**config.mk**
```make
export PLATFORM = sky130hd
export DESIGN_NAME = param_shift_reg
export DESIGN_NICKNAME = d
export VERILOG_FILES = /design/src/rtl/param_shift_reg_pkg.sv /design/src/rtl/param_shift_reg_next.sv /design/src/rtl/param_shift_reg.sv
export SDC_FILE = /design/constraint.sdc
export NUM_CORES = 1
export LEC_CHECK = 0
export BUFFER_PORTS_ARGS = -buffer_cell sky130_fd_sc_hd__buf_2
export CORE_MARGIN = 2
export CORE_UTILIZATION = 30
export DETAILED_ROUTE_END_ITERATION = 8
export GPL_TIMING_DRIVEN = 0
export SYNTH_ARGS = -nofsm -noshare
export SYNTH_HDL_FRONTEND = slang
export SYNTH_SLANG_ARGS = --single-unit
```
**constraint.sdc**
```tcl
create_clock -name CLK -period 1.58 [get_ports CLK]
set_clock_uncertainty 0.15 [all_clocks]
set_input_delay 0.237 -clock CLK [delete_from_list [all_inputs] [get_ports CLK]]
set_output_delay 0.237 -clock CLK [all_outputs]
set_load 0.01 [all_outputs]
```
**src/rtl/param_shift_reg_pkg.sv**
```systemverilog
// Package for param_shift_reg: operation-select encoding shared by the
// top level and the next-state logic.
package param_shift_reg_pkg;

    localparam int MODE_W = 3;

    // Operation codes carried on the Mode input
    typedef enum logic [MODE_W-1:0] {
        MODE_HOLD  = 3'b000,
        MODE_SHL   = 3'b001,
        MODE_SHR   = 3'b010,
        MODE_LOAD  = 3'b011,
        MODE_ROTL  = 3'b100,
        MODE_ROTR  = 3'b101,
        MODE_CLEAR = 3'b110,
        MODE_RSVD  = 3'b111
    } mode_e;

endpackage : param_shift_reg_pkg

```
**src/rtl/param_shift_reg_next.sv**
```systemverilog
// Next-state logic for param_shift_reg: computes the next stage contents and
// the next fill count from the current registered state and the inputs.
// Optional build macro: PARAM_SHIFT_REG_ASSERT_EN compiles in immediate
// assertions that sanity-check the computed next state.
module param_shift_reg_next
    import param_shift_reg_pkg::*;
#(
    parameter int WIDTH  = 8,
    parameter int DEPTH  = 4,
    parameter int FILL_W = $clog2(DEPTH + 1)
) (
    input  logic [DEPTH*WIDTH-1:0] cur_stages,
    input  logic [FILL_W-1:0]      cur_fill,
    input  logic                   en,
    input  logic [MODE_W-1:0]      mode,
    input  logic [WIDTH-1:0]       din,
    input  logic [DEPTH*WIDTH-1:0] pin,
    output logic [DEPTH*WIDTH-1:0] next_stages,
    output logic [FILL_W-1:0]      next_fill
);

    localparam logic [FILL_W-1:0] FILL_MAX = FILL_W'(DEPTH);

    // Shifting fills one more stage until every stage holds real data
    logic [FILL_W-1:0] fill_inc_s;

    // Saturating increment of the fill count
    always_comb begin
        if (cur_fill < FILL_MAX) begin
            fill_inc_s = cur_fill + FILL_W'(1);
        end else begin
            fill_inc_s = FILL_MAX;
        end
    end

    // Select the operation; stage 0 is the SHL entry end, stage DEPTH-1 the SHR entry end
    always_comb begin
        next_stages = cur_stages;
        next_fill   = cur_fill;
        if (en) begin
            case (mode_e'(mode))
                MODE_HOLD: begin
                    next_stages = cur_stages;
                end
                MODE_SHL: begin
                    for (int i = 1; i < DEPTH; i++) begin
                        next_stages[i*WIDTH +: WIDTH] = cur_stages[(i-1)*WIDTH +: WIDTH];
                    end
                    next_stages[0 +: WIDTH] = din;
                    next_fill = fill_inc_s;
                end
                MODE_SHR: begin
                    for (int i = 0; i < DEPTH - 1; i++) begin
                        next_stages[i*WIDTH +: WIDTH] = cur_stages[(i+1)*WIDTH +: WIDTH];
                    end
                    next_stages[(DEPTH-1)*WIDTH +: WIDTH] = din;
                    next_fill = fill_inc_s;
                end
                MODE_LOAD: begin
                    next_stages = pin;
                    next_fill   = FILL_MAX;
                end
                MODE_ROTL: begin
                    // With a single stage the wrap-around is the stage itself
                    for (int i = 1; i < DEPTH; i++) begin
                        next_stages[i*WIDTH +: WIDTH] = cur_stages[(i-1)*WIDTH +: WIDTH];
                    end
                    next_stages[0 +: WIDTH] = cur_stages[(DEPTH-1)*WIDTH +: WIDTH];
                end
                MODE_ROTR: begin
                    for (int i = 0; i < DEPTH - 1; i++) begin
                        next_stages[i*WIDTH +: WIDTH] = cur_stages[(i+1)*WIDTH +: WIDTH];
                    end
                    next_stages[(DEPTH-1)*WIDTH +: WIDTH] = cur_stages[0 +: WIDTH];
                end
                MODE_CLEAR: begin
                    next_stages = '0;
                    next_fill   = '0;
                end
                default: begin
                    // Reserved code: hold
                    next_stages = cur_stages;
                    next_fill   = cur_fill;
                end
            endcase
        end else begin
            next_stages = cur_stages;
            next_fill   = cur_fill;
        end

`ifdef PARAM_SHIFT_REG_ASSERT_EN
        a_hold_when_idle: assert (en || ((next_stages == cur_stages) && (next_fill == cur_fill)));
        a_shl_takes_din:  assert (!(en && (mode == MODE_SHL)) || (next_stages[0 +: WIDTH] == din));
        a_load_takes_pin: assert (!(en && (mode == MODE_LOAD)) || (next_stages == pin));
        a_fill_in_range:  assert (cur_fill <= FILL_MAX);
`endif
    end

endmodule : param_shift_reg_next

```
**src/rtl/param_shift_reg.sv**
```systemverilog
// param_shift_reg: DEPTH x WIDTH shift register with shift, rotate, parallel
// load and clear, plus a saturating count of stages holding data.
// Optional build macro: PARAM_SHIFT_REG_ASSERT_EN (assertions in next-state logic).
module param_shift_reg
    import param_shift_reg_pkg::*;
#(
    parameter int WIDTH = 8,
    parameter int DEPTH = 4
) (
    input  logic                         CLK,
    input  logic                         RST_N,
    input  logic                         En,
    input  logic [MODE_W-1:0]            Mode,
    input  logic [WIDTH-1:0]             Din,
    input  logic [DEPTH*WIDTH-1:0]       Pin,
    output logic [WIDTH-1:0]             Dout,
    output logic [DEPTH*WIDTH-1:0]       Pout,
    output logic [$clog2(DEPTH+1)-1:0]   Fill,
    output logic                         Full
);

    localparam int FILL_W = $clog2(DEPTH + 1);

    logic [DEPTH*WIDTH-1:0] stage_r;
    logic [FILL_W-1:0]      fill_r;
    logic [DEPTH*WIDTH-1:0] next_stages_s;
    logic [FILL_W-1:0]      next_fill_s;

    param_shift_reg_next #(
        .WIDTH  (WIDTH),
        .DEPTH  (DEPTH),
        .FILL_W (FILL_W)
    ) u_next (
        .cur_stages  (stage_r),
        .cur_fill    (fill_r),
        .en          (En),
        .mode        (Mode),
        .din         (Din),
        .pin         (Pin),
        .next_stages (next_stages_s),
        .next_fill   (next_fill_s)
    );

    // State registers; reset clears everything without waiting for a clock
    always_ff @(posedge CLK or negedge RST_N) begin
        if (!RST_N) begin
            stage_r <= '0;
            fill_r  <= '0;
        end else begin
            stage_r <= next_stages_s;
            fill_r  <= next_fill_s;
        end
    end

    assign Dout = stage_r[(DEPTH-1)*WIDTH +: WIDTH];
    assign Pout = stage_r;
    assign Fill = fill_r;
    assign Full = (fill_r == FILL_W'(DEPTH));

endmodule : param_shift_reg

```
==> metrics.txt <==
outcome=finished clean; Max IR drop VDD=between 0.0003 and 0.0004 V; DR vias/cell=approximately 5.8; CP arrival=roughly 1100 ps; Starting Density=0.310; Sequential Power Share=0.389; Tightest Pin Transition=between 800 and 900 ps; Clock Pin Slew Worst Setup and Hold Paths=80 ps; CP Capture Type=output pin; n_diodes=0; register area share after synthesis=0.323; fillcell total=898; Die ar.=9830 um^2; first-pass detailed-route iteration total=5; nets=450; Die X=between 90 and 100 um; fmax=approximately 0.66 GHz; area of the mapped netlist=roughly 2700 um^2; ys flop type=dfrtp_1; pin count of the biggest net entering global routing=36; hold path endpoint=Pout[5]; DRT antenna net count=0; Synth Area per Inst=roughly 9.0 um^2; clk buf depth=2; WL final=approximately 11000 um; non-filler instance count after layout=just over 500; CTS tree=yes; first-pass GRT wire length=between 15000 and 20000 um; Synth warnings=0; Final Hold Slack=slightly above 70 ps; dpl cells=roughly 500; pins over their slew limit=0; most frequent cells in the layout=buf_2, dfrtp_1, nand2_1; asr flop ratio synth=1.00; cell area power density=968 nW/um^2; Layout area overhead=27.3%; total global-route track usage=0.212; pre-CTS setup slack=-490 ps; Crit Reg-Reg Startpoint=Pout[7]; Skew-Pair Late Insertion Delay=300 ps; total CTS buffers=5; setup slack, reg-to-reg=around 80 ps; min Tclk post-route=around 1500 ps; GR Util met1=0.288; vias=2953; Max-cap violations=0; nature of the critical path startpoint=flop; Crit path required time=1190 ps; crit share post-route=0.965; Placement Rows=34; Hold Startpoint=Din[5]; relative slew slack=0.433; post-DP HPWL=approximately 7300 um; worst r2r dst=Pout[15]; DR iter-0 viols=266; drc violations=0; initial antenna violation count=0; Seq cells post-synth=35; H-tree level count=2; share of layout cells above drive strength 1=0.377; final number of hold-violating endpoints=0; grt ovf=0; Synthesized Nets=~350; Post-Route Setup TNS=0 ps; Switch Pwr=approximately 1.3 mW; Leak=between 1.5 and 2 nW; DIE HEIGHT=between 90 and 100 um; gpl congestion=0.912; Final Core Density=0.394; Worst Path Max Fanout=2; Worst R2R Path Depth=3; WHS Path Cells=3; setup violators final=0; TritonCTS Sinks=35; grt peak-use layer=met2; HP Class=input pin to flop; combinational fraction of design power=0.387; setup slack after layout=between 50 and 60 ps; number of global-route vias before repair=~2800; GR met2 Demand/Resource=0.333; Worst Setup SP=Fill[0]; sw frac=0.381; Clk pwr share=0.224; Pint=2.07 mW; WS Path Type=flop to output pin; most common cell after layout, fill and taps aside=buf_2; grt met3 use=0.0471; io pins=90; WL per Instance=between 20 and 25 um; Post-synth EDFFs=0; Mapped Cells=roughly 300; IO buf count=slightly below 90; CTS Root Cell=clkbuf_8; Synth cell types=41; core area=8760 um^2
==> through the flow <==
stage / area, um^2 / total power, mW
after global routing: 3460 / 3.54
final: 3460 / 3.34
after CTS: 3430 / 3.34
after detailed placement: 3300 / 2.57
after floorplan: 2720 / 2.04
after global placement: 3300 / 2.55
==> layout make-up <==
type / instances / area [um^2] / area share
timing repair buffer: 95 / 493 / 0.143
multi-input combinational: 207 / 1530 / 0.442
inverter: 24 / 90.1 / 0.0261
buffer: 34 / 235 / 0.0681
clock buffer: 8 / 100 / 0.0290
tap: 108 / 135 / 0.0391
sequential: 35 / 876 / 0.253
==> registers in the layout (all words and copies together), names as in the netlist <==
signal / cells
Fill: 3
Pout: 32
==> kinds of logic (layout without fill, tap and decap cells) <==
group	Yosys count	in the layout	synth area share
AO/OA/AOI/OAI	127	127	0.358
XOR/XNOR	2	2	0.00645
buffers and inverters	59	161	0.121
adder cells (fa/ha/maj)	10	10	0.0392
AND/OR/NAND/NOR	52	52	0.0908
multiplexers	16	16	0.0627
flip-flops	35	35	0.323
==> power by group through the flow <==
stage / registers [mW] / clock network, mW / logic (mW)
CTS: 1.30 / 0.763 / 1.28
finish: 1.30 / 0.749 / 1.29
floorplan: 1.34 / 0 / 0.698
global route: 1.34 / 0.793 / 1.41
detailed placement: 1.32 / 0 / 1.25
global placement: 1.32 / 0 / 1.23
==> synth_stat cells, types with 9 or more instances <==
library cell	instances	area [um^2]
dfrtp_1	35	876
nand2_1	27	101
a21oi_1	25	125
inv_1	22	82.6
buf_4	19	143
o22a_1	16	140
a221oi_1	15	131
o21ai_1	14	70.1
nand2b_1	10	62.6
buf_2	9	45.0
==> worst max path at each step <==
stage,endpoint,slack [ps],depth (start not counted)
2_1_floorplan,Pout[10],140,6
3_3_place_gp,Pout[31],-440,6
3_5_place_dp,Pout[24],-490,6
4_1_cts,Pout[20],30,5
5_1_grt,Full,-5,4
6_report,Full,50,4
==> routing by layer <==
layer / routed length, um / share of wire
met1: 4370 / 0.42
met2: 4910 / 0.47
met3: 1040 / 0.099
met4: 194 / 0.018
met5: 0 / 0
==> worst max-delay path, cell delays in order (launching register included) <==
cell,delay [ps]
dfrtp_1,350
inv_1,40
ha_1,180
and2_1,140
buf_2,130
==> timing repair <==
action	4_1_cts	5_1_grt
setup buffers	2	3
hold endpoints to repair	35	0
hold buffers	1	0
setup endpoints to repair	9	14
pin swaps	0	1
gates resized for setup	2	5
No activity file was read; power rests on OpenSTA's default activity.
